===== config.mk =====
export PLATFORM = sky130hd
export DESIGN_NAME = jt1943_rom_arb_flat
export DESIGN_NICKNAME = d
export VERILOG_FILES = /design/src/rtl/jt1943_rom_pkg.sv /design/src/rtl/jt1943_rom_arb_if.sv /design/src/rtl/jt1943_rr_pick.sv /design/src/rtl/jt1943_rom_arb.sv /design/src/flat_wrapper.sv
export SDC_FILE = /design/constraint.sdc
export NUM_CORES = 1
export LEC_CHECK = 0
export CAP_MARGIN = 40
export CELL_PAD_IN_SITES_DETAIL_PLACEMENT = 1
export CELL_PAD_IN_SITES_GLOBAL_PLACEMENT = 1
export CORE_MARGIN = 2
export CORE_UTILIZATION = 40
export CTS_CLUSTER_DIAMETER = 30
export DETAILED_ROUTE_END_ITERATION = 6
export PLACE_DENSITY = 0.79
export SETUP_SLACK_MARGIN = 0.2
export SLEW_MARGIN = 20
export SYNTH_ARGS = -nofsm -noshare
export SYNTH_HDL_FRONTEND = slang
export SYNTH_SLANG_ARGS = --single-unit

===== constraint.sdc =====
create_clock -name clk -period 10.9 [get_ports clk]
set_clock_uncertainty 0.15 [all_clocks]
set_input_delay 2.18 -clock clk [delete_from_list [all_inputs] [get_ports clk]]
set_output_delay 2.18 -clock clk [all_outputs]
set_load 0.005 [all_outputs]

===== src/rtl/jt1943_rom_pkg.sv =====
// rtl/jt1943_rom_pkg.sv - client indices, FSM states and width defaults for the 1943 ROM arbiter
package jt1943_rom_pkg;

    localparam int ROM_AW = 22;
    localparam int ROM_DW = 32;

    localparam logic [1:0] ROM_MAIN = 2'd0;
    localparam logic [1:0] ROM_SND  = 2'd1;
    localparam logic [1:0] ROM_TILE = 2'd2;
    localparam logic [1:0] ROM_OBJ  = 2'd3;

    typedef enum logic [1:0] {
        ARB_IDLE = 2'd0,
        ARB_REQ  = 2'd1,
        ARB_WAIT = 2'd2
    } arb_state_t;

endpackage


===== src/rtl/jt1943_rom_arb_if.sv =====
// rtl/jt1943_rom_arb_if.sv - SDRAM read-port handshake between the ROM arbiter and the framework
interface jt1943_rom_arb_if #(
    parameter int AW = 22,
    parameter int DW = 32
);
    logic          sdram_req;
    logic [AW-1:0] sdram_addr;
    logic          sdram_ack;
    logic          data_rdy;
    logic [DW-1:0] data_read;
    logic          refresh_en;

    modport master (
        output sdram_req, sdram_addr, refresh_en,
        input  sdram_ack, data_rdy, data_read
    );

    modport slave (
        input  sdram_req, sdram_addr, refresh_en,
        output sdram_ack, data_rdy, data_read
    );
endinterface


===== src/rtl/jt1943_rr_pick.sv =====
// rtl/jt1943_rr_pick.sv - combinational round-robin pick among four pending clients
module jt1943_rr_pick (
    input  logic [3:0] pending,
    input  logic [1:0] last,
    output logic [1:0] grant,
    output logic       any
);
    logic [1:0] idx;
    logic       found;

    // Search starts just after the last served client; last itself is tried at the end.
    always_comb begin
        grant = last;
        found = 1'b0;
        idx   = last;
        for (int k = 1; k <= 4; k++) begin
            idx = last + 2'(k);
            if (!found && pending[idx]) begin
                grant = idx;
                found = 1'b1;
            end
        end
    end

    assign any = |pending;

endmodule


===== src/rtl/jt1943_rom_arb.sv =====
// rtl/jt1943_rom_arb.sv - four-client round-robin SDRAM ROM read arbiter with tagged data registers
// Optional: JT1943_ROM_ARB_CACHE_EN keeps per-client data valid after its request falls.
module jt1943_rom_arb
    import jt1943_rom_pkg::*;
#(
    parameter int AW = ROM_AW,
    parameter int DW = ROM_DW
) (
    input  logic             clk,
    input  logic             rst,
    input  logic             downloading,
    input  logic [3:0]       req,
    input  logic [4*AW-1:0]  addr,
    output logic [4*DW-1:0]  dout,
    output logic [3:0]       ok,
    jt1943_rom_arb_if.master sdram
);

`ifdef JT1943_ROM_ARB_CACHE_EN
    localparam bit CACHE_EN = 1'b1;
`else
    localparam bit CACHE_EN = 1'b0;
`endif

    arb_state_t         state, state_nxt;
    logic [3:0][AW-1:0] addr_v;
    logic [3:0][AW-1:0] tag;
    logic [3:0][DW-1:0] dout_q;
    logic [3:0]         valid, valid_nxt, hit, pending;
    logic [1:0]         last, cur, grant;
    logic               any_pending, issue, complete;

    assign addr_v = addr;
    assign dout   = dout_q;

    always_comb begin
        hit = '0;
        for (int i = 0; i < 4; i++) hit[i] = valid[i] && (tag[i] == addr_v[i]);
    end

    assign pending = req & ~hit;

    jt1943_rr_pick u_pick (
        .pending (pending),
        .last    (last),
        .grant   (grant),
        .any     (any_pending)
    );

    always_comb begin
        state_nxt = state;
        issue     = 1'b0;
        complete  = 1'b0;
        if (downloading) begin
            state_nxt = ARB_IDLE;
        end else begin
            case (state)
                ARB_IDLE: if (any_pending) begin
                    issue     = 1'b1;
                    state_nxt = ARB_REQ;
                end
                // data_rdy alongside ack closes the read here; alone it is ignored
                ARB_REQ: if (sdram.sdram_ack) begin
                    complete  = sdram.data_rdy;
                    state_nxt = sdram.data_rdy ? ARB_IDLE : ARB_WAIT;
                end
                ARB_WAIT: if (sdram.data_rdy) begin
                    complete  = 1'b1;
                    state_nxt = ARB_IDLE;
                end
                default: state_nxt = ARB_IDLE;
            endcase
        end
    end

    always_comb begin
        valid_nxt = valid;
        if (complete) valid_nxt[cur] = 1'b1;
        if (!CACHE_EN) valid_nxt = valid_nxt & req;
        if (downloading) valid_nxt = '0;
    end

    always_ff @(posedge clk or posedge rst) begin
        if (rst) state <= ARB_IDLE;
        else     state <= state_nxt;
    end

    always_ff @(posedge clk or posedge rst) begin
        if (rst) begin
            sdram.sdram_req  <= 1'b0;
            sdram.sdram_addr <= '0;
            sdram.refresh_en <= 1'b0;
            cur              <= ROM_MAIN;
            last             <= ROM_OBJ;
            tag              <= '0;
            dout_q           <= '0;
            valid            <= '0;
            ok               <= '0;
        end else begin
            sdram.sdram_req <= (state_nxt == ARB_REQ);
            if (issue) begin
                sdram.sdram_addr <= addr_v[grant];
                cur              <= grant;
            end
            // The tag is the address sent, so a client that moved on mid-read still misses
            if (complete) begin
                dout_q[cur] <= sdram.data_read;
                tag[cur]    <= sdram.sdram_addr;
                last        <= cur;
            end
            valid            <= valid_nxt;
            ok               <= downloading ? 4'b0000 : (req & hit);
            sdram.refresh_en <= (state == ARB_IDLE) && !any_pending;
        end
    end

endmodule

===== src/flat_wrapper.sv =====
// flat-port wrapper written by rule: the top's interface ports become plain ports
module jt1943_rom_arb_flat import jt1943_rom_pkg::*;
#(
    parameter int AW = ROM_AW,
    parameter int DW = ROM_DW
)
  (clk, rst, downloading, req, addr, dout, ok, sdram_sdram_req, sdram_sdram_addr, sdram_refresh_en, sdram_sdram_ack, sdram_data_rdy, sdram_data_read);
  jt1943_rom_arb_if #(.AW(AW), .DW(DW)) sdram_i ();
  input  logic clk;
  input  logic rst;
  input  logic downloading;
  input  logic [3:0] req;
  input  logic [4*AW-1:0] addr;
  output logic [4*DW-1:0] dout;
  output logic [3:0] ok;
  output wire logic [$bits(sdram_i.sdram_req)-1:0] sdram_sdram_req;
  output wire logic [$bits(sdram_i.sdram_addr)-1:0] sdram_sdram_addr;
  output wire logic [$bits(sdram_i.refresh_en)-1:0] sdram_refresh_en;
  input wire logic [$bits(sdram_i.sdram_ack)-1:0] sdram_sdram_ack;
  input wire logic [$bits(sdram_i.data_rdy)-1:0] sdram_data_rdy;
  input wire logic [$bits(sdram_i.data_read)-1:0] sdram_data_read;
  assign sdram_sdram_req = sdram_i.sdram_req;
  assign sdram_sdram_addr = sdram_i.sdram_addr;
  assign sdram_refresh_en = sdram_i.refresh_en;
  assign sdram_i.sdram_ack = sdram_sdram_ack;
  assign sdram_i.data_rdy = sdram_data_rdy;
  assign sdram_i.data_read = sdram_data_read;
  jt1943_rom_arb #(.AW(AW), .DW(DW)) u_core (.clk(clk), .rst(rst), .downloading(downloading), .req(req), .addr(addr), .dout(dout), .ok(ok), .sdram(sdram_i));
endmodule

==> flow_summary.ini <==
[job]
cap_violations = 0

[power]
p_total_uw = 4000
pwr-share-comb_pct = 23.2
seq_power_share_pct = 34.1
pwr-share-clk_pct = 42.7
switching_share_pct = 28.5
ir_worst_vdd_mv = 0.179
power_per_cell_area_nw_per_um2 = 244
p_switching_uw = 1140
p_leak_uw = 0.00751
intPower_uw = 2860

[die]
row_count = 60
die_h_um = 171
initial_utilization_pct = 41.0
fp.dieW_um = 171
io_pins = 285
core_um2 = 27100
die_area_um2 = 29100

[synth]
synth.yosys.seq_area_share_pct = 57.3
synthMostInstantiatedCell = dfrtp_1
netlist_instances = 782
synth_flop_cell = dfrtp_1
yosysWarnings = 0
yosysTopAreaCellShare_pct = 56.8
synth_cell_type_count = 43
synth_fp_nets = 915
async_flop_share_pct = 100
synth.ff_latch_count = 254
synth_area_per_cell_um2 = 14.2
yosys.area.top_type = dfrtp_1
synth.area.top_cells = dfrtp_1, mux2_2, xnor2_1
synth_edf_count = 0
syn_area_um2 = 11100
yosys-top-cells-count = dfrtp_1, mux2_2, xnor2_1

[placement]
io_buffers = 284
gp_congestion = 0.774
dp.cells = 1417
dp_hpwl_mm = 24.9
post-place-ws_ns = 5.00
dpl-instance-area_um2 = 14400

[routing]
drt_iter0_markers = 331
dr_wl_met2_mm = 18.9
via_count = 7984
routed_wl_mm = 38.7
routed_via_density = 5.24
firstDrtPassIters = 4
wl_met1_mm = 15.1
top_layer = met5
wire_per_inst_um = 25.4
ant_nets = 0
drc_errors = 0
met3_length_mm = 3.75

[worst_setup_path]
end_kind = flop
rr_startpoint = u_core.tag[10]
worstPathArrival_ns = 5.63
ff2ff_setup_slack_ns = 7.17
required_ns = 11.13
cp-start-kind = input port
timing.rr.end = u_core.sdram.sdram_addr[7]
rr_worst_depth = 9
critPathKind = input port to flop
cp_max_fo = 39

[finish]
multi_input_comb_area_um2 = 4540
stdcell_area_um2 = 16400
seq_area_um2 = 6360
syn_to_final_growth_pct = 47.6
fin_cells = 1523
n_antenna_cell = 0
layout-drive-gt1-share_pct = 29.7
fillers = 2526
nNetsFinal = 1239

[clocking]
hold_buffers = 0
post_cts_buffers = 0
numCtsBuffers = 58
post_cts_resized = 0
htree_levels = 2
cts_tree = yes
cts-root-buf = clkbuf_16
clk_path_buf_depth = 3
clock_sinks = 254
clk_latency_ns = 0.57
clk_pin_slew_ns = 0.05

[hold_path]
worstHoldStart = u_core.dout[9]
hold_end = u_core.dout[9]
whs_path_depth = 1
hp-class = flop to flop

[sta]
hold_viol = 0
rsz0062_at_grt = no
setup_viol = 0
fin_crit_sh_pct = 49.6
fin_ws_ns = 5.49
slew_violations = 0
max_freq_mhz = 185
tightest_slew_ns = 0.802
slew-limit-headroom_pct = 46.5
layout_min_cycle_time_ns = 5.41
finalSetupTns_ns = 0

[global_route]
overflow = 0
grt_antenna_before_repair = 3
grt_max_degree = 81
grt_pass1_vias = 9279
grt_use_total_pct = 27.3
grt_pass1_wl_mm = 59.0

[outcome]
status = completed
-- worst max-delay path by stage --
stage / slack (ns) / endpoint / from / depth (start not counted)
finish: 5.49 / u_core.sdram.sdram_addr[7] / addr[10] / 10
floorplan: 1.59 / u_core.cur[0] / rst / 1
global placement: 4.90 / u_core.sdram.sdram_addr[12] / addr[47] / 10
detailed placement: 5.00 / u_core.tag[32] / downloading / 6
CTS: 5.59 / u_core.sdram.sdram_addr[7] / addr[10] / 10
global route: 5.44 / u_core.sdram.sdram_addr[7] / addr[10] / 10
-- flip-flops by register name (all words and copies together), names as in the netlist --
name / flops
u_core.valid: 4
u_core.sdram.refresh_en: 1
u_core.tag: 88
u_core.sdram.sdram_addr: 22
u_core.cur: 2
u_core.state: 2
u_core.sdram.sdram_req: 1
u_core.last: 2
u_core.ok: 4
u_core.dout: 128
-- cell usage in the layout (no fill, tap or decap), drive strengths merged, types with 3 or more instances in the layout --
cell	instances
inv	11
buf	15
nor3	8
clkbuf	78
dfrtp	252
xor2	32
clkdlybuf4s50	284
clkinvlp	8
o21ai	5
bufinv	4
ha	4
nor2	9
xnor2	56
nor4	9
mux2	217
nand4	18
mux2i	44
nand2	30
o221ai	22
nor3b	3
clkinv	13
-- kinds of logic after synthesis --
logic type | share of synthesized area (%)
AO/OA/AOI/OAI | 3.06
AND/OR/NAND/NOR | 4.18
multiplexers | 26.0
flip-flops | 57.3
buffers and inverters | 2.09
XOR/XNOR | 6.94
adder cells (fa/ha/maj) | 0.451
-- stage by stage --
stage	hold WS [ns]	utilization (%)
6_report	0.353	60.4
5_1_grt	0.375	60.4
4_1_cts	0.356	60.4
3_5_place_dp	0.345	53.2
3_3_place_gp	0.335	52.8
2_1_floorplan	0.316	-
-- power by group through the flow --
stage	combinational (uW)	clock, uW	sequential [uW]
2_1_floorplan	421	0	1320
3_5_place_dp	905	0	1360
4_1_cts	937	1730	1360
6_report	929	1710	1360
3_3_place_gp	880	0	1350
5_1_grt	991	1780	1390
-- worst max-delay path, stage by stage --
cell and delay, ns:
clkdlybuf4s50_1 0.44, xnor2_1 0.34, nand4_1 0.25, nor4_1 0.43, a31o_2 0.27, nor3b_1 0.24, a211o_2 0.27, buf_4 0.64
mux2i_1 0.33, o221ai_1 0.20
-- per-layer routing --
metal  up-vias  track usage [%]
met4         4             8.55
met5         -                0
met2       314             46.0
met3        66             11.0
met1      4136             32.0
li1       3464                -
-- layout make-up --
type,count,share of cell area [%]
Timing Repair Buffer,299,18.5
Clock inverter,27,1.74
Multi-Input combinational cell,484,27.7
Inverter,9,0.252
Clock buffer,78,10.1
Sequential cell,254,38.8
Tap cell,372,2.84
(Power assumes the default switching activity.)
